File: src/rtl/odesa_pkg.sv
// ----------------------------------------------------------------------------
// odesa_pkg
// Shared definitions for the ODESA output-spike stage.
//   state_t       : controller state encoding (ST_IDLE, ST_WAIT, ST_FIRE, ST_HOLD)
//   idx_width()   : width of an index that must hold 0 ("none") up to n
// No ports; imported by spike_prio_enc and spike_window_ctrl.
// ----------------------------------------------------------------------------
package odesa_pkg;

    // Controller states. IDLE is the reset state and the only non-busy state.
    typedef enum logic [1:0] {
        ST_IDLE = 2'd0,
        ST_WAIT = 2'd1,
        ST_FIRE = 2'd2,
        ST_HOLD = 2'd3
    } state_t;

    // Index vectors carry 1..n plus 0 meaning "no spike", so they need
    // enough bits for n+1 distinct values. Never returns less than one bit.
    function automatic int idx_width(input int n);
        return (n < 1) ? 1 : $clog2(n + 1);
    endfunction

endpackage

File: src/rtl/spike_prio_enc.sv
// ----------------------------------------------------------------------------
// spike_prio_enc
// Purely combinational priority encoder: the lowest-index set bit wins.
// Ports:
//   spike_vec  [p_num:1]  input  neuron spike vector, any number of bits high
//   win_idx    idx width  output winning index 1..p_num, 0 when none set
//   win_onehot [p_num:1]  output one-hot of the winner, all zero when none
// ----------------------------------------------------------------------------
module spike_prio_enc
    import odesa_pkg::*;
#(
    parameter int p_num = 10,
    localparam int c_idx_w = idx_width(p_num)
) (
    input  logic [p_num:1]     spike_vec,
    output logic [c_idx_w-1:0] win_idx,
    output logic [p_num:1]     win_onehot
);

    // Scan upward and stop recording after the first hit, so the lowest
    // index always wins a tie.
    always_comb begin
        logic found;
        found      = 1'b0;
        win_idx    = '0;
        win_onehot = '0;
        for (int i = 1; i <= p_num; i++) begin
            if (spike_vec[i] && !found) begin
                found         = 1'b1;
                win_idx       = c_idx_w'(i);
                win_onehot[i] = 1'b1;
            end
        end
    end

endmodule

File: src/rtl/spike_window_ctrl.sv
// ----------------------------------------------------------------------------
// spike_window_ctrl
// Decision-window sequencer for the ODESA output-spike stage. Each input
// event opens a window of p_window cycles; the first neuron spike in the
// window (lowest index on ties) becomes a single registered winner pulse,
// otherwise a timeout pulse is emitted. A hold-off follows each decision.
// Ports:
//   i_clk       in   clock, rising edge
//   i_rst_n     in   synchronous active-low reset
//   i_spike_in  in   input-event strobe, opens/restarts a window
//   i_spike     in   [p_num:1] neuron spike vector
//   o_spike     out  [p_num:1] one-hot winner pulse (one cycle)
//   o_winner    out  winner index 1..p_num, 0 otherwise
//   o_valid     out  pulse coincident with o_spike
//   o_timeout   out  pulse when a window expires without a neuron spike
//   o_busy      out  high whenever the controller is not idle
//   o_drop      out  pulse one cycle after an ignored i_spike_in
// ----------------------------------------------------------------------------
module spike_window_ctrl
    import odesa_pkg::*;
#(
    parameter int p_num     = 10,
    parameter int p_window  = 8,
    parameter int p_holdoff = 2,
    localparam int c_idx_w  = idx_width(p_num)
) (
    input  logic               i_clk,
    input  logic               i_rst_n,
    input  logic               i_spike_in,
    input  logic [p_num:1]     i_spike,
    output logic [p_num:1]     o_spike,
    output logic [c_idx_w-1:0] o_winner,
    output logic               o_valid,
    output logic               o_timeout,
    output logic               o_busy,
    output logic               o_drop
);

    localparam int c_win_w  = idx_width(p_window);
    localparam int c_hold_w = idx_width(p_holdoff);

    state_t              state;
    logic [c_win_w-1:0]  win_cnt;
    logic [c_hold_w-1:0] hold_cnt;
    logic [c_idx_w-1:0]  win_idx;
    logic [p_num:1]      win_onehot;

    logic [c_idx_w-1:0]  enc_idx;
    logic [p_num:1]      enc_onehot;

    // Lowest-index winner of the current neuron spike vector.
    spike_prio_enc #(
        .p_num (p_num)
    ) u_prio_enc (
        .spike_vec  (i_spike),
        .win_idx    (enc_idx),
        .win_onehot (enc_onehot)
    );

    // Single FSM with every output registered. Pulse outputs default to 0
    // each cycle and are raised only on the transition that produces them.
    // The window counter holds the number of samples left including the
    // current one, so a value of 1 marks the last sample of the window.
    // HOLD lasts p_holdoff+1 cycles: the decision pulse cycle plus the
    // hold-off proper. o_busy is simply "next state is not IDLE".
    always_ff @(posedge i_clk) begin
        if (!i_rst_n) begin
            state      <= ST_IDLE;
            win_cnt    <= '0;
            hold_cnt   <= '0;
            win_idx    <= '0;
            win_onehot <= '0;
            o_spike    <= '0;
            o_winner   <= '0;
            o_valid    <= 1'b0;
            o_timeout  <= 1'b0;
            o_busy     <= 1'b0;
            o_drop     <= 1'b0;
        end else begin
            o_spike   <= '0;
            o_winner  <= '0;
            o_valid   <= 1'b0;
            o_timeout <= 1'b0;
            o_drop    <= 1'b0;

            case (state)
                ST_IDLE: begin
                    if (i_spike_in) begin
                        state   <= ST_WAIT;
                        win_cnt <= c_win_w'(p_window);
                        o_busy  <= 1'b1;
                    end else begin
                        o_busy  <= 1'b0;
                    end
                end

                ST_WAIT: begin
                    o_busy <= 1'b1;
                    if (enc_idx != '0) begin
                        win_idx    <= enc_idx;
                        win_onehot <= enc_onehot;
                        state      <= ST_FIRE;
                        o_drop     <= i_spike_in;
                    end else if (i_spike_in) begin
                        win_cnt <= c_win_w'(p_window);
                    end else if (win_cnt == c_win_w'(1)) begin
                        o_timeout <= 1'b1;
                        state     <= ST_HOLD;
                        hold_cnt  <= c_hold_w'(p_holdoff);
                    end else begin
                        win_cnt <= win_cnt - c_win_w'(1);
                    end
                end

                ST_FIRE: begin
                    o_spike  <= win_onehot;
                    o_winner <= win_idx;
                    o_valid  <= 1'b1;
                    o_drop   <= i_spike_in;
                    if (p_holdoff == 0) begin
                        state  <= ST_IDLE;
                        o_busy <= 1'b0;
                    end else begin
                        state    <= ST_HOLD;
                        hold_cnt <= c_hold_w'(p_holdoff);
                        o_busy   <= 1'b1;
                    end
                end

                ST_HOLD: begin
                    o_drop <= i_spike_in;
                    if (hold_cnt == '0) begin
                        state  <= ST_IDLE;
                        o_busy <= 1'b0;
                    end else begin
                        hold_cnt <= hold_cnt - c_hold_w'(1);
                        o_busy   <= 1'b1;
                    end
                end

                default: begin
                    state  <= ST_IDLE;
                    o_busy <= 1'b0;
                end
            endcase
        end
    end

endmodule

File: config.mk
export PLATFORM = sky130hd
export DESIGN_NAME = spike_window_ctrl
export DESIGN_NICKNAME = d
export VERILOG_FILES = /design/src/rtl/odesa_pkg.sv /design/src/rtl/spike_prio_enc.sv /design/src/rtl/spike_window_ctrl.sv
export SDC_FILE = /design/constraint.sdc
export NUM_CORES = 1
export LEC_CHECK = 0
export BUFFER_PORTS_ARGS = -buffer_cell sky130_fd_sc_hd__buf_4
export CAP_MARGIN = 20
export CELL_PAD_IN_SITES_DETAIL_PLACEMENT = 0
export CELL_PAD_IN_SITES_GLOBAL_PLACEMENT = 1
export CORE_UTILIZATION = 45
export DETAILED_ROUTE_END_ITERATION = 7
export PLACE_DENSITY_LB_ADDON = 0.08
export SKIP_LAST_GASP = 1
export SLEW_MARGIN = 20
export SYNTH_ARGS = -nofsm -noshare
export SYNTH_HDL_FRONTEND = slang
export SYNTH_SLANG_ARGS = --single-unit
File: constraint.sdc
create_clock -name i_clk -period 3.9 [get_ports i_clk]
set_input_delay 1.17 -clock i_clk [delete_from_list [all_inputs] [get_ports i_clk]]
set_output_delay 1.17 -clock i_clk [all_outputs]
set_load 0.05 [all_outputs]
Yosys cells after proc, flatten, opt, wreduce, memory -nomap -nowiden
Index checks and enable logic that the tools add are counted.
{"block": "word_totals", "regBits": 40, "inputBits": 13, "wordCells": 110}
{"block": "op_classes", "add_sub_neg": 2, "eq_ne": 13, "muxes": 51, "bitwise": 2, "n_reduce_logical": 31}
{"operator": "$mux W4", "n": 13}
{"operator": "$mux W1", "n": 24}
{"operator": "$mux W2", "n": 9}
{"operator": "$ne A2 B2 Y1 const B", "n": 6}
{"operator": "$logic_and A1 B1 Y1", "n": 9}
{"operator": "$logic_not A1 Y1", "n": 9}
{"operator": "$ne A3 B3 Y1 const B", "n": 3}
{"operator": "$pmux W2 S4", "n": 1}
{"operator": "$pmux W4 S2", "n": 1}
{"operator": "$reduce_and A4 Y1", "n": 2}
{"operator": "$pmux W2 S3", "n": 1}
{"operator": "$reduce_and A5 Y1", "n": 1}
{"operator": "$eq A2 B2 Y1 const B", "n": 2}
{"operator": "$eq A4 B1 Y1 const B", "n": 1}
{"operator": "$logic_not A2 Y1", "n": 2}
{"operator": "$reduce_and A2 Y1", "n": 2}
{"operator": "$reduce_bool A4 Y1", "n": 1}
{"operator": "$reduce_or A2 Y1", "n": 2}
{"operator": "$reduce_or A4 Y1", "n": 1}
{"operator": "$sub A4 B1 Y4 const B", "n": 1}
{"operator": "$pmux W1 S3", "n": 1}
{"operator": "$reduce_bool A3 Y1", "n": 1}
{"operator": "$eq A2 B1 Y1 const B", "n": 1}
{"operator": "$not A1 Y1", "n": 2}
{"operator": "3 further kinds", "n": 3}

Longest topological paths before layout
Gate-level depths: netlist (run 1).
{"block": "depth", "ltp_word": 31, "ltp_mapped": 7, "mapped_depth_nobuf": 6}

Cells and area by module
From an unflattened synthesis (run 1), not the netlist that was laid out.
{"block": "hier_totals", "cells_unflattened": 192, "hier_area_um2": 1717.9}
{"mod": "spike_window_ctrl", "n_inst": 1, "cells_each": 162, "area_per_inst_um2": 1527.7, "seq_area_each_um2": 800.8}
{"mod": "spike_prio_enc", "n_inst": 1, "cells_each": 30, "area_per_inst_um2": 190.2, "seq_area_each_um2": 0.0}

Worst setup path after synthesis (run 1)
No wires, ideal clock.
{"block": "synth_timing", "kind": "input to register", "start": "input i_spike[4] (netlist name)", "end": "register state[0]", "arrival_ns": 2.526, "setup_slack_ns": 1.256, "path_stages": 5, "path_buffers": 1, "path_cell_list": "or4_4 -> buf_6 -> nor4_4 -> a221oi_1 -> o2111a_1"}
{"block": "synth_between", "elab_chain_len": 23}
{"item": "start: declaration", "line_no": "spike_window_ctrl.sv:30", "text": "input logic [p_num:1] i_spike,"}
{"item": "$logic_and A1 B1 Y1 (*)", "line_no": "spike_prio_enc.sv:28", "text": "if (spike_vec[i] && !found) begin"}
{"item": "$mux W1", "line_no": "spike_prio_enc.sv:28"}
{"item": "$logic_not A1 Y1", "line_no": "spike_prio_enc.sv:28"}
{"item": "$logic_and A1 B1 Y1", "line_no": "spike_prio_enc.sv:28"}
{"item": "$mux W1", "line_no": "spike_prio_enc.sv:28"}
{"item": "$logic_not A1 Y1", "line_no": "spike_prio_enc.sv:28"}
{"item": "$logic_and A1 B1 Y1", "line_no": "spike_prio_enc.sv:28"}
{"item": "$mux W1", "line_no": "spike_prio_enc.sv:28"}
{"item": "(+7 left out)"}
{"item": "$logic_and A1 B1 Y1", "line_no": "spike_prio_enc.sv:28"}
{"item": "$mux W1", "line_no": "spike_prio_enc.sv:28"}
{"item": "$logic_not A1 Y1", "line_no": "spike_prio_enc.sv:28"}
{"item": "$logic_and A1 B1 Y1", "line_no": "spike_prio_enc.sv:28"}
{"item": "$mux W4 (*)", "line_no": "spike_prio_enc.sv:28"}
{"item": "$reduce_bool A4 Y1 (*)", "line_no": "spike_window_ctrl.sv:99", "text": "if (enc_idx != '0) begin"}
{"item": "$ne A3 B3 Y1 (no line) or $mux W2 (tied branches)"}
{"item": "$reduce_and A4 Y1 (no line) or $pmux W2 S4 (tied branches)"}
{"item": "end signal: assignment", "line_no": "spike_window_ctrl.sv:102", "text": "state <= ST_FIRE;"}
{"item": "end signal: assignment", "line_no": "spike_window_ctrl.sv:108", "text": "state <= ST_HOLD;"}
{"item": "end signal: assignment", "line_no": "spike_window_ctrl.sv:121", "text": "state <= ST_IDLE;"}
{"item": "end: declaration", "line_no": "spike_window_ctrl.sv:42", "text": "state_t state;"}
Mark *: on every way between the ends. The rest lies on a longest branch, timed or not.
A chain may end at the register's enable or synchronous reset.

Worst setup path in the final report (run 1)
{"block": "layout_timing", "start": "input i_spike[4] (netlist name)", "end": "register hold_cnt[0]"}
{"block": "layout_between", "elab_chain_len": 23}
{"item": "$logic_and A1 B1 Y1 (*)", "line_no": "spike_prio_enc.sv:28"}
{"item": "$mux W1", "line_no": "spike_prio_enc.sv:28"}
{"item": "$logic_not A1 Y1", "line_no": "spike_prio_enc.sv:28"}
{"item": "$logic_and A1 B1 Y1", "line_no": "spike_prio_enc.sv:28"}
{"item": "$mux W1", "line_no": "spike_prio_enc.sv:28"}
{"item": "$logic_not A1 Y1", "line_no": "spike_prio_enc.sv:28"}
{"item": "$logic_and A1 B1 Y1", "line_no": "spike_prio_enc.sv:28"}
{"item": "$mux W1", "line_no": "spike_prio_enc.sv:28"}
{"item": "(+7 left out)"}
{"item": "$logic_and A1 B1 Y1", "line_no": "spike_prio_enc.sv:28"}
{"item": "$mux W1", "line_no": "spike_prio_enc.sv:28"}
{"item": "$logic_not A1 Y1", "line_no": "spike_prio_enc.sv:28"}
{"item": "$logic_and A1 B1 Y1", "line_no": "spike_prio_enc.sv:28"}
{"item": "$mux W4 (*)", "line_no": "spike_prio_enc.sv:28"}
{"item": "$reduce_bool A4 Y1 (*)", "line_no": "spike_window_ctrl.sv:99"}
{"item": "$ne A2 B2 Y1 (no line) (*)"}
{"item": "$reduce_and A5 Y1 (no line) (*)"}
{"item": "end signal: assignment", "line_no": "spike_window_ctrl.sv:109", "text": "hold_cnt <= c_hold_w'(p_holdoff);"}
{"item": "end signal: assignment", "line_no": "spike_window_ctrl.sv:125", "text": "hold_cnt <= c_hold_w'(p_holdoff);"}
{"item": "end signal: assignment", "line_no": "spike_window_ctrl.sv:136", "text": "hold_cnt <= hold_cnt - c_hold_w'(1);"}
{"item": "end: declaration", "line_no": "spike_window_ctrl.sv:44", "text": "logic [c_hold_w-1:0] hold_cnt;"}
Marks and branches as above.

==> out/results.ini, run 1 <==
[yosys]
synth_xor_area_frac=0
syn_area_um2=1770
synth_top_family_by_area=simple AND/OR/NAND/NOR gates
synthArstFlopShare=0
yosysWarnings=0
synth-seq-area-share=0.453
synth.distinct_cells=43
synth_fa_ha_area_frac=0.0495
synth_mux_area_frac=0.0226
synth_cells=188
synth-seq-cells=40
synth_flop_cell=dfxtp_1
synth_compound_area_frac=0.165
syn-num-nets=208
synthSimpleGateAreaFrac=0.255
avgSynthCellArea_um2=9.40
synth_edf_count=0

[timing]
max_freq_mhz=362
max_slew.worst_pin.slew_ns=0.766
drv_slew=0
slew_headroom=0.490
period_needed_ns=2.76
hold_violations=0
setup_viol=0
rsz0062_at_grt=false
period_share=0.709
fin_setup_tns_ns=0
skew_ns=0.00548

[global_route]
grt_pass1_wl_um=6380
grt.total_usage=0.201
grt_pass1_vias=1380
antenna_found_initial=0
grt-ovfl-total=0
grt_max_degree=50

[clock_tree]
clk_path_buf_depth=2
cts_hold_buffers=0
cts_root_buf=clkbuf_8
clk_latency_ns=0.29
path_clk_slew_ns=0.08
cts_max_level=2
cts_tree=yes
cts_inserted_buffers=5
cts.sinks=40
cts_resized=0
cts_setup_buffers=0

[critical_path]
path_delay_family=compound AO/OA/AOI/OAI gates
cp.depth=5
required_ns=4.08
crit_path_top_delay_cell=o31ai_4
crit_type=in2reg
critPathBufInv=1
r2r.worst_path.cells=5
crit_path_cell_trace=buf_4 > or4_4 > o31ai_4 > o211ai_4 > mux2i_1
slowest_delay_ns=0.72
critPathCaptureType=register
cp-start-kind=input port
crit_fanout=18
arrival_ns=2.95

[detailed_routing]
vias_per_cell=5.52
wl_per_cell_um=14.0
drtIter0Drc=78
first_pass_iters=4
vias=1451
wl_um=3680
ant_nets=0
drc=0

[die]
fp.dieW_um=64.7
rows=22
core-area_um2=3720
die_y_um=64.7
die_area_um2=4180
ios=31
initial_core_util=0.476

[cells_and_area]
stdcell_count=263
fill_cells=338
n_antenna_cell=0
finalInstanceArea_um2=2110
drive_gt1_frac=0.205
syn2layout_area_growth_pct=19.4
nets=234

[place]
placed_area_um2=1990
dpl.hpwl_um=2670
routabilityCongestion=0.834
placed_cells=255
portBuffers=30

[flow_run]
cap_violations=0

[worst_hold_path]
worstHoldPathCells=2
min_path_type=reg2reg

[power_and_ir_drop]
peakVddDrop_uv=243
p_leak_nw=0.928
pwr_density_cell_nw_per_um2=555

[run_status]
outcome=finished clean

worst reg2reg max path: cells and delay by family (launching register included):
family	cells	cell delay, ns
AND/OR/NAND/NOR	1	0.55
adder cells (fa/ha/maj)	1	0.52
buffers and inverters	2	0.41
flip-flops	1	0.36
AO/OA/AOI/OAI	1	0.20
synthesized netlist by cell type (4+ instances only):
| cell | count | area, um2 |
|---|---|---|
| ha_1 | 7 | 87.6 |
| o21ai_0 | 4 | 20.0 |
| nand3_1 | 16 | 80.1 |
| inv_1 | 10 | 37.5 |
| nor2_1 | 4 | 15.0 |
| o31ai_1 | 5 | 37.5 |
| a21boi_0 | 5 | 37.5 |
| nand2_1 | 20 | 75.1 |
| nor3_1 | 7 | 35.0 |
| clkbuf_1 | 7 | 26.3 |
| dfxtp_1 | 40 | 801 |
| mux2i_1 | 4 | 40.0 |
| and3_1 | 15 | 93.8 |
logic make-up after synthesis:
| kind of cell | count (synthesis) |
|---|---|
| AOI/OAI and AO/OA | 35 |
| adders and majority gates | 7 |
| buffers and inverters | 21 |
| DFF | 40 |
| muxes | 4 |
| and+or+nand+nor | 81 |
final cells by class:
| cell class | instances | area [um2] | area share |
|---|---|---|---|
| multi-input combinational | 127 | 871 | 0.413 |
| sequential | 40 | 801 | 0.379 |
| timing repair buffer | 30 | 225 | 0.107 |
| inverter | 10 | 37.5 | 0.0178 |
| clock buffer | 5 | 68.8 | 0.0326 |
| tap | 48 | 60.1 | 0.0285 |
| clock inverter | 3 | 47.5 | 0.0225 |
power breakdown:
part           switching [mW]  internal [mW]  total (mW)  leakage (nW)
logic                   0.224          0.127       0.350         0.546
registers              0.0272          0.447       0.475         0.324
clock network           0.153          0.193       0.346        0.0583
total                   0.404          0.767        1.17         0.928
flip-flops by register name, indices dropped and copies added (netlist names):
register	flops
win_idx	4
state	2
o_busy	1
hold_cnt	2
win_onehot	10
o_winner	4
o_valid	1
o_spike	10
win_cnt	4
o_drop	1
o_timeout	1
per-layer routing:
metal	vias to the layer above	GRT usage	wire length (um)
met5	-	0	0
met2	34	0.322	1720
met3	3	0.0563	192
met1	683	0.260	1740
li1	731	-	-
met4	0	0.0667	27
final timing paths:
kind | from | end | slack (ns)
worst max-delay path | i_spike[4] | hold_cnt[0] | 1.14
worst min register to register | win_onehot[8] | win_onehot[8] | 0.45
worst min-delay path | win_onehot[8] | win_onehot[8] | 0.45
worst max register to register | state[1] | win_onehot[3] | 1.78
metrics by stage:
stage / total power, mW / utilization / hold WS, ns / setup slack [ns]
finish: 1.17 / 0.568 / 0.451 / 1.14
detailed placement: 0.834 / 0.537 / 0.443 / 0.796
floorplan: 0.751 / - / 0.430 / 1.26
CTS: 1.18 / 0.568 / 0.456 / 1.14
global route: 1.24 / 0.568 / 0.490 / 1.04
global placement: 0.820 / 0.537 / 0.447 / 0.858
cell usage in the layout (no fill, tap or decap), types with 5 or more instances in the layout:
cell type	count
and3_1	15
clkbuf_8	5
inv_1	10
dfxtp_1	40
nand3_1	16
buf_4	30
nand2_1	20
a21boi_0	5
o31ai_1	5
ha_1	7
nor3_1	7
No activity file was read; power rests on OpenSTA's default activity.
==> run 2, diff against run 1 <==
CORE_UTILIZATION = 37   (was 45)
clock period = 2.5 ns   (was 3.9 ns; I/O delays follow)
==> out/results.ini, run 2 (synthesized netlist as in run 1, its figures left out) <==
[run_status]
outcome=finished with violations  ; was finished clean
violations=design-rule violations

[flow_run]
cap_violations=0  ; unchanged

[timing]
period_needed_ns=2.16
setup_viol=0  ; unchanged
period_share=0.862
hold_violations=0  ; unchanged
skew_ns=0.00260  ; was 0.00548 ns
drv_slew=0  ; unchanged
rsz0062_at_grt=false  ; unchanged
slew_headroom=0.631  ; was 0.490
fin_setup_tns_ns=0  ; unchanged
max_freq_mhz=464
fin_ws_ns=0.344  ; was 1.14 ns
max_slew.worst_pin.slew_ns=0.554  ; was 0.766 ns

[die]
die_y_um=71.1  ; was 64.7 um
core-area_um2=4470  ; was 3720 um2
fp.dieW_um=71.1  ; was 64.7 um
rows=24  ; was 22
initial_core_util=0.395  ; was 0.476
die_area_um2=5060  ; was 4180 um2
ios=31  ; unchanged

[clock_tree]
cts_inserted_buffers=5  ; unchanged
clk_path_buf_depth=2  ; unchanged
cts.sinks=40  ; unchanged
clk_latency_ns=0.29  ; about the same
cts_max_level=2  ; unchanged
cts_setup_buffers=0  ; unchanged
cts_hold_buffers=0  ; unchanged
cts_tree=yes  ; unchanged
cts_resized=0  ; unchanged
path_clk_slew_ns=0.08  ; about the same
cts_root_buf=clkbuf_8  ; unchanged

[detailed_routing]
wl_um=3750  ; was 3680 um
drtIter0Drc=84  ; was 78
ant_nets=0  ; unchanged
wl_per_cell_um=13.7  ; was 14.0 um
drc=1  ; was 0
vias=1405  ; was 1451
vias_per_cell=5.15  ; was 5.52
first_pass_iters=6  ; was 4

[power_and_ir_drop]
p_int_mw=1.42  ; was 767 uW
clkPwrFrac=0.357  ; was 0.295
p_leak_nw=0.979  ; was 0.928 nW
swShare=0.306  ; was 0.345
seq_power_share=0.362  ; was 0.405
comb_power_share=0.281  ; was 0.299
power_switching_uw=624  ; was 404 uW
peakVddDrop_uv=401  ; was 243 uV
pwr_density_cell_nw_per_um2=926  ; was 555 nW/um2

[cells_and_area]
top_regs=o_spike x10, win_onehot x10  ; unchanged
syn2layout_area_growth_pct=24.6  ; was 19.4%
mostFrequentLayoutCells=dfxtp_1, buf_4, nand2_1, nand3_1, and3_1  ; unchanged
final_util=0.492  ; was 0.568
drive_gt1_frac=0.226  ; was 0.205
final_common_cell=dfxtp_1  ; unchanged
n_antenna_cell=0  ; unchanged
nets=240  ; was 234
finalInstanceArea_um2=2200  ; was 2110 um2

[critical_path]
required_ns=2.69  ; was 4.08 ns
reg2reg_slack_ns=0.77  ; was 1.78 ns
critPathBufInv=1  ; unchanged
r2r.worst_path.cells=7  ; was 5
slowest_delay_ns=0.59  ; was 0.72 ns
crit_type=in2reg  ; unchanged
path_delay_family=simple AND/OR/NAND/NOR gates  ; was compound AO/OA/AOI/OAI gates
cp-start-kind=input port  ; unchanged
crit_path_cell_trace=buf_4 > or4_4 > nor4_4 > o211ai_1 > o211a_1  ; was buf_4 > or4_4 > o31ai_4 > o211ai_4 > mux2i_1
critPathCaptureType=register  ; unchanged
crit_fanout=6  ; was 18
arrival_ns=2.34  ; was 2.95 ns
worstReg2RegEnd=win_cnt[0]  ; was win_onehot[3]
crit_path_top_delay_cell=or4_4  ; was o31ai_4
r2r_start=win_cnt[1]  ; was state[1]

[worst_hold_path]
worstHoldPathCells=2  ; unchanged
whs_endpoint=win_onehot[9]  ; was win_onehot[8]
hold_start=win_onehot[9]  ; was win_onehot[8]
min_path_type=reg2reg  ; unchanged

[place]
portBuffers=30  ; unchanged
placed_area_um2=2040  ; was 1990 um2
routabilityCongestion=0.821  ; was 0.834
dp_slack_ns=0.0367  ; was 0.796 ns
dpl.hpwl_um=2720  ; was 2670 um

[global_route]
grt_pass1_vias=1320  ; was 1380
grt.total_usage=0.159  ; was 0.201
grt_pass1_wl_um=6230  ; was 6380 um
grt_max_degree=50  ; unchanged
antenna_found_initial=0  ; unchanged
grt-ovfl-total=0  ; unchanged

[run 2: layer usage]
metal / routed length (um) / track usage / vias to the layer above
li1: - / - / 740
met1: 1860 / 0.213 / 632
met2: 1720 / 0.250 / 29
met3: 136 / 0.0427 / 4
met4: 35 / 0.0533 / 0
met5: 0 / 0 / -
[run 2: power groups by stage]
stage / combinational (mW) / sequential (mW) / clock (mW)
global route: 0.631 / 0.748 / 0.766
floorplan: 0.375 / 0.796 / 0
detailed placement: 0.577 / 0.755 / 0
global placement: 0.572 / 0.752 / 0
CTS: 0.578 / 0.740 / 0.741
finish: 0.573 / 0.739 / 0.728
[run 2: how the worst max path moves through the flow]
| stage | startpoint | depth (start not counted) | end |
|---|---|---|---|
| finish | i_spike[4] | 5 | win_cnt[0] |
| global route | i_spike[4] | 5 | win_cnt[0] |
| CTS | i_spike[4] | 5 | win_cnt[0] |
| detailed placement | i_spike[4] | 5 | win_cnt[0] |
| global placement | i_spike[4] | 5 | win_cnt[0] |
| floorplan | i_spike[4] | 5 | state[0] |
[run 2: layout make-up]
class	count	area, um2
well taps	52	65.1
clock buffers	5	68.8
multi-input cells	127	871
fillers	411	2270
repair buffers	36	270
inverters	10	37.5
clock inverters	3	90.1
flip-flops and latches	40	801
[run 2: metrics by stage]
step / power (mW) / instances / hold WS [ns]
after CTS: 2.06 / 273 / 0.460
after global routing: 2.14 / 273 / 0.479
after floorplan: 1.17 / 188 / 0.430
after global placement: 1.32 / 265 / 0.445
final: 2.04 / 273 / 0.457
after detailed placement: 1.33 / 265 / 0.449
[run 2: worst register-to-register path, stage by stage (launching register included)]
cell,delay [ns]
dfxtp_1,0.35
inv_1,0.07
ha_1,0.18
nor4b_2,0.16
buf_4,0.16
nor4_4,0.24
o211ai_1,0.21
o211a_1,0.26
